### src/rtl/add_sub_64_serial.sv
// Multi-cycle WIDTH-bit adder/subtractor: one SLICE-bit carry-look-ahead slice per
// clock, with the slice carry-out registered and chained into the next slice.
module add_sub_64_serial #(
    parameter int WIDTH = 64,
    parameter int SLICE = 8
) (
    input  logic             clk,
    input  logic             rst,
    input  logic             in_valid,
    output logic             in_ready,
    input  logic [WIDTH-1:0] op_a,
    input  logic [WIDTH-1:0] op_b,
    input  logic             sub,
    output logic             out_valid,
    input  logic             out_ready,
    output logic [WIDTH-1:0] result,
    output logic             carry,
    output logic             overflow,
    output logic             zero,
    output logic [1:0]       state_dbg
);
    // Handshake: a transfer happens on a rising edge where valid && ready are both
    // high; once the result is offered, out_valid and result/flags stay stable until
    // out_ready is seen.

    localparam int NSLICE = WIDTH / SLICE;
    localparam int IDXW   = (NSLICE > 1) ? $clog2(NSLICE) : 1;
    localparam logic [IDXW-1:0] LAST = IDXW'(NSLICE - 1);

    typedef enum logic [1:0] {
        IDLE = 2'd0,
        RUN  = 2'd1,
        DONE = 2'd2
    } state_t;

    state_t           state;
    logic [IDXW-1:0]  idx;
    logic [WIDTH-1:0] a_r;
    logic [WIDTH-1:0] b_r;
    logic             c_r;

    logic [SLICE-1:0] sl_a;
    logic [SLICE-1:0] sl_b;
    logic [SLICE-1:0] sl_g;
    logic [SLICE-1:0] sl_p;
    logic [SLICE:0]   cc;
    logic [SLICE-1:0] sl_sum;
    logic             sl_cout;
    logic             acc;
    logic             prod;
    logic [WIDTH-1:0] res_next;

    assign state_dbg = state;

    // Each carry is a flat sum of generate terms gated by propagate runs, so no
    // carry depends on a previously computed carry of the same slice.
    always_comb begin
        sl_a  = a_r[idx*SLICE +: SLICE];
        sl_b  = b_r[idx*SLICE +: SLICE];
        sl_g  = sl_a & sl_b;
        sl_p  = sl_a ^ sl_b;
        cc    = '0;
        cc[0] = c_r;
        acc   = 1'b0;
        prod  = 1'b0;
        for (int i = 0; i < SLICE; i++) begin
            acc  = sl_g[i];
            prod = sl_p[i];
            for (int j = i - 1; j >= 0; j--) begin
                acc  = acc | (prod & sl_g[j]);
                prod = prod & sl_p[j];
            end
            cc[i+1] = acc | (prod & c_r);
        end
        sl_sum   = sl_p ^ cc[SLICE-1:0];
        sl_cout  = cc[SLICE];
        res_next = result;
        res_next[idx*SLICE +: SLICE] = sl_sum;
    end

    always_ff @(posedge clk or posedge rst) begin
        if (rst) begin
            state     <= IDLE;
            idx       <= '0;
            a_r       <= '0;
            b_r       <= '0;
            c_r       <= 1'b0;
            result    <= '0;
            carry     <= 1'b0;
            overflow  <= 1'b0;
            zero      <= 1'b0;
            out_valid <= 1'b0;
            in_ready  <= 1'b1;
        end else begin
            case (state)
                IDLE: begin
                    if (in_valid) begin
                        a_r      <= op_a;
                        b_r      <= sub ? ~op_b : op_b;
                        c_r      <= sub;
                        idx      <= '0;
                        result   <= '0;
                        in_ready <= 1'b0;
                        state    <= RUN;
                    end
                end
                RUN: begin
                    result <= res_next;
                    c_r    <= sl_cout;
                    idx    <= idx + 1'b1;
                    if (idx == LAST) begin
                        carry     <= sl_cout;
                        overflow  <= (a_r[WIDTH-1] == b_r[WIDTH-1]) &&
                                     (sl_sum[SLICE-1] != a_r[WIDTH-1]);
                        zero      <= (res_next == '0);
                        out_valid <= 1'b1;
                        state     <= DONE;
                    end
                end
                DONE: begin
                    if (out_ready) begin
                        out_valid <= 1'b0;
                        in_ready  <= 1'b1;
                        state     <= IDLE;
                    end
                end
                default: begin
                    out_valid <= 1'b0;
                    in_ready  <= 1'b1;
                    state     <= IDLE;
                end
            endcase
        end
    end

endmodule

### config.mk
export PLATFORM = sky130hd
export DESIGN_NAME = add_sub_64_serial
export DESIGN_NICKNAME = d
export VERILOG_FILES = /design/src/rtl/add_sub_64_serial.sv
export SDC_FILE = /design/constraint.sdc
export NUM_CORES = 1
export LEC_CHECK = 0
export BUFFER_PORTS_ARGS = -buffer_cell sky130_fd_sc_hd__buf_4
export CAP_MARGIN = 15
export CORE_UTILIZATION = 40
export DETAILED_ROUTE_END_ITERATION = 6
export GPL_TIMING_DRIVEN = 1
export PLACE_DENSITY_LB_ADDON = 0.15
export SKIP_CTS_REPAIR_TIMING = 1
export SLEW_MARGIN = 0
export SYNTH_ARGS = -nofsm -noshare
export SYNTH_HDL_FRONTEND = slang
export SYNTH_SLANG_ARGS = --single-unit
### constraint.sdc
create_clock -name clk -period 6.6 [get_ports clk]
set_clock_uncertainty 0.05 [all_clocks]
set_input_delay 0.33 -clock clk [delete_from_list [all_inputs] [get_ports clk]]
set_output_delay 0.33 -clock clk [all_outputs]
set_load 0.005 [all_outputs]
# Word-level counts from Yosys, hierarchy flattened
# Index checks and enable logic that the tools add are counted.
# totals
inputBits	133
register_bits	203
out_inout_bits	71
elab_cells	159
# op_classes
mux	18
bitwise	106
shift	4
add_sub_neg	2
reduce_logical	10
n_eq_ne	8
# ops
operator	n
two-way mux 64 bit	2
case mux 64 bit (2 select lines)	1
indexed part select 64 x 7 -> 8 bit	2
bitwise AND 1 bit	64
bitwise mux 64 bit	1
zero test 64 bit	1
NOT 64 bit	1
variable shift 8 x 34 -> 64 bit (first input constant)	1
indexed part select 8 x 34 -> 64 bit	1
bitwise OR 1 bit	36
negation 6 -> 34 bit	1
XOR 8 bit	2
AND reduction 3 bit	3
bitwise AND 8 bit	1
two-way mux 2 bit	3
inequality test 2 bit (second input constant)	3
case mux 1 bit (3 select lines)	2
case mux 2 bit (3 select lines)	1
case mux 3 bit (2 select lines)	1
AND reduction 2 bit	3
two-way mux 1 bit	5
adder 3 x 1 -> 3 bit (second input constant)	1
equality test 3 bit (second input constant)	1
two-way mux 3 bit	1
9 further kinds	10

# Longest topological paths before layout
# logic_depth
word_depth	14
depth_mapped	15
mapped_depth_nobuf	12

# Least setup slack after synthesis
# No wires, ideal clock.
# synth_timing
path_kind	register to register
from	reg idx[0]
to	reg zero
arrival_time_ps	3692
synth_period_minus_slack_ps	3819
stages_incl_launch_ff	15
n_path_buf	3
required_time_ps	6474
slack_ps	2781
setup_time_ps	76
cell_sequence	dfrtp_1 buf_2 buf_2 buf_2 mux4_2 nand2_1 nand2_1 ha_1 a21o_1 a31o_2 a221o_1 xnor2_2 and4_1 o2111ai_1 o21ai_1
# synth_between
elab_chain_len	14
elab_cells_between_ends	89
cone_classes	1 x add/sub; 1 x eq/ne; 4 x shift; 1 x mux; 80 x bitwise; 2 x reduce/logical
# synth_rtl
element	line	source
start, declared	37	logic [IDXW-1:0] idx;
start signal, assigned	110	idx <= idx + 1'b1;
indexed part select 64 x 7 -> 8 bit, on equally long branches	58, 59	
XOR 8 bit / bitwise AND 8 bit (equally long branches)	61, 60	
bitwise AND 1 bit, on equally long branches	70, 71	
bitwise OR 1 bit, or another cell as far along (5 in series)	70	acc = acc | (prod & sl_g[j]);
bitwise OR 1 bit / bitwise AND 1 bit (equally long branches)	70, 73	
bitwise OR 1 bit	73	cc[i+1] = acc | (prod & c_r);
XOR 8 bit	75	sl_sum = sl_p ^ cc[SLICE-1:0];
indexed part select 8 x 34 -> 64 bit	78	res_next[idx*SLICE +: SLICE] = sl_sum;
bitwise mux 64 bit	78	
zero test 64 bit	115	zero <= (res_next == '0);
end signal, assigned	115	
end, declared	19	output logic zero,
# Several ways; a longest one is shown, not always the timed one.
# A chain may end at the register's enable or synchronous reset.

# Worst setup path after layout
# layout_timing
from	reg idx[0]
to	reg overflow
# layout_between
elab_chain_len	13
elab_cells_between_ends	29
cone_classes	2 x eq/ne; 2 x shift; 23 x bitwise; 2 x reduce/logical
# layout_rtl
element	line	source
indexed part select 64 x 7 -> 8 bit, on equally long branches	58, 59	
XOR 8 bit / bitwise AND 8 bit (equally long branches)	61, 60	
bitwise AND 1 bit, on equally long branches	70, 71	
bitwise OR 1 bit, or another cell as far along (5 in series)	70	
bitwise OR 1 bit / bitwise AND 1 bit (equally long branches)	70, 73	
bitwise OR 1 bit	73	
XOR 8 bit	75	
inequality test 1 bit	114	(sl_sum[SLICE-1] != a_r[WIDTH-1]);
logical AND 1 bit	113	overflow <= (a_r[WIDTH-1] == b_r[WIDTH-1]) &&
end signal, assigned	113	
end, declared	18	output logic overflow,
# Several ways; a longest one is shown, not always the timed one.

==> run summary <==
worst vdd ir -> 0.426 mV
EDFF count, synth -> 0
critical path buffer and inverter count -> 1
Total GRT Usage -> 21.6%
first-pass GRT wire length -> 44000 um
Final Worst Setup Slack -> 2010 ps
family with the most delay on the worst path -> compound AO/OA/AOI/OAI gates
root buf cell -> clkbuf_16
Mean Syn Cell Area -> 9.45 um^2
post-synthesis sequential area ratio -> 50.7%
Synth Area in Compound Gates -> 10.8%
Num Clock Sinks -> 203
Die Y -> 160 um
CP Capture Type -> flop
Setup WS pre-CTS -> 1980 ps
core region area -> 24500 um^2
Arr. time, crit path -> 4970 ps
Layout Utilization -> 53.3%
Synth Flop Type -> dfrtp_1
Via density -> 5.17
actual slew at the worst max-slew pin -> 1140 ps
DR vias -> 8378
failing checks -> hold timing
Synth async-reset ratio -> 100%
Sequential cell area -> 5080 um^2
initial antenna violation count -> 0
fmax -> 0.218 GHz
CP max stage cell -> dfrtp_2
setup_tns -> 0 ps
most used cell, CP -> nand2_1
Placed Area -> 11800 um^2
Mapped Nets -> 1207
fin crit period -> 4590 ps
H-tree level count -> 1
Adder-Cell Fraction of Synth Area -> 1.82%
Clock Latency Late Sink -> 510 ps
most common library cell in the layout ignoring fill and taps -> nand2_1
post-synthesis xor/xnor area fraction -> 6.19%
clock buffer depth -> 3
vias in the first global route -> 8070
Worst EP required -> 6970 ps
Post-Syn Instances -> 1060
library cells used by synthesis -> 62
Synth Register Bits -> 203
mux share of post-synthesis cell area -> 7.29%
CTS tree -> done
max_cap viols -> 0
antenna cells -> 0
DRC viols -> 0
YS warnings -> 0
CTS Buf Count -> 23
Syn Std Cell Area -> 10000 um^2
crit start category -> flop
Rows -> 57
port bufs -> 203
post-synthesis simple-gate area fraction -> 20.2%
Min Hold Slack -> -52.0 ps
clock slew seen by the registers of the worst setup and hold paths -> 60 ps
CP Class -> flop to flop
most frequent cells in the layout -> nand2_1 (284), buf_4 (212), dfrtp_1 (200)
Die Wd -> 160 um
DR iter-0 viols -> 522
starting density of the core -> 41.0%
# setup viols final -> 0
GPL Wtd Cong -> 0.854
Detailed Place HPWL -> 19100 um
post-route cell area -> 13100 um^2
Leak Pwr -> 0.00603 uW
drt first pass iters -> 5
number of top-level pins -> 204
RSZ-0062 raised after global routing -> no
Final ANT Viol Nets -> 0
die area -> 25700 um^2
Post-Route WL -> 28100 um
WL/cell -> 17.3 um
dominant combinational cell family by area after synthesis -> simple AND/OR/NAND/NOR gates
grt total ovfl -> 0
critical-path maximum fanout -> 30
fin crit share -> 69.6%
worst path cell trace -> buf_4, mux4_2, nand2_1, nand2_1, ha_1, a21o_1, a31oi_1, a21oi_1, o31ai_1, nand2_1, or3_1, a41oi_1
fraction of layout cells with a size suffix above 1 -> 22.4%
post-layout net count -> 1430
Final Max Tran Viols -> 0
fill count -> 2307
Pwr Density -> 588 nW/um^2
status -> complete, but fails checks
worst hold path type -> input port to async pin
pin count of the biggest net entering global routing -> 128
Hold Vio Cnt, Final -> 53
crit-path max cell delay -> 910 ps
area grow syn2layout -> 30.2%
Slew headroom -> 23.3%
footprint of the multi-input gates -> 4640 um^2
-- where the power goes --
part | internal [uW] | switching (uW) | leakage, uW
logic | 1620 | 2520 | 0.00317
registers | 1780 | 464 | 0.00249
clock network | 774 | 508 | 0.000370
total | 4170 | 3500 | 0.00603
-- logic make-up (layout without fill, tap and decap cells) --
kind of cell | count (synthesis) | in the layout
simple gates | 471 | 471
flops | 203 | 203
compound gates | 193 | 193
buf+inv | 76 | 314
xor+xnor | 70 | 70
mux | 33 | 33
fa+ha+maj | 14 | 14
-- state kept, by name, indices dropped and copies added, names as in the netlist --
| register | count |
|---|---|
| result | 64 |
| in_ready | 1 |
| out_valid | 1 |
| state_dbg | 2 |
| c_r | 1 |
| idx | 3 |
| zero | 1 |
| a_r | 64 |
| b_r | 64 |
| overflow | 1 |
| carry | 1 |
-- per-layer routing --
metal	track usage (%)	up-vias	part of all wire (%)
li1	-	4074	-
met1	30.3	4008	45
met4	6.84	0	3.0
met5	0	-	0
met2	34.8	246	48
met3	2.83	50	4.4
-- worst reg2reg max path: stages, from the launching register on --
cell	delay (ps)
dfrtp_2	910
buf_4	500
mux4_2	570
nand2_1	80
nand2_1	80
ha_1	380
a21o_1	220
a31oi_1	220
a21oi_1	120
o31ai_1	380
nand2_1	370
or3_1	410
a41oi_1	210
-- worst paths after layout --
path / start / end / slack (ps) / cells past startpoint
setup / recovery: idx[0] / overflow / 2010 / 12
hold / removal: rst / result[16] / -50 / 2
setup reg to reg: idx[0] / overflow / 2010 / 12
hold reg to reg: a_r[2] / a_r[2] / 430 / 2
max in group asynchronous: rst / b_r[12] / 5080 / 3
min in group clk: op_a[47] / a_r[47] / -10 / 3
-- stage by stage --
stage          total power (uW)  instances
2_1_floorplan              4770       1060
3_3_place_gp               6320       1529
3_5_place_dp               6370       1529
4_1_cts                    7680       1569
5_1_grt                    8200       1622
6_report                   7670       1622
-- Yosys cell counts (all sizes together) (3+ instances only) --
cell	count	area share, %
nor2	80	3.0
nor4	9	0.56
a21oi	80	4.0
clkbuf	49	1.8
ha	13	1.6
buf	18	0.84
and2	3	0.19
dfrtp	202	50
or3	5	0.31
o22a	3	0.26
or4	5	0.41
nand3	49	2.4
a22oi	3	0.22
o21ai	81	4.0
nor3	10	0.50
inv	8	0.30
and4	3	0.26
a211oi	3	0.22
o31ai	4	0.30
mux4	32	7.2
nor2b	6	0.37
nand2	284	11
xnor2	68	6.0
nand3b	3	0.22
-- area by class of cell --
type	instances	share of cell area (%)
well taps	324	3.11
multi-input cells	781	35.6
clock inverters	7	0.700
repair buffers	265	16.3
clock buffers	33	5.08
inverters	9	0.316
flip-flops and latches	203	39.0
Note: power is estimated with default switching activity, not from simulation.
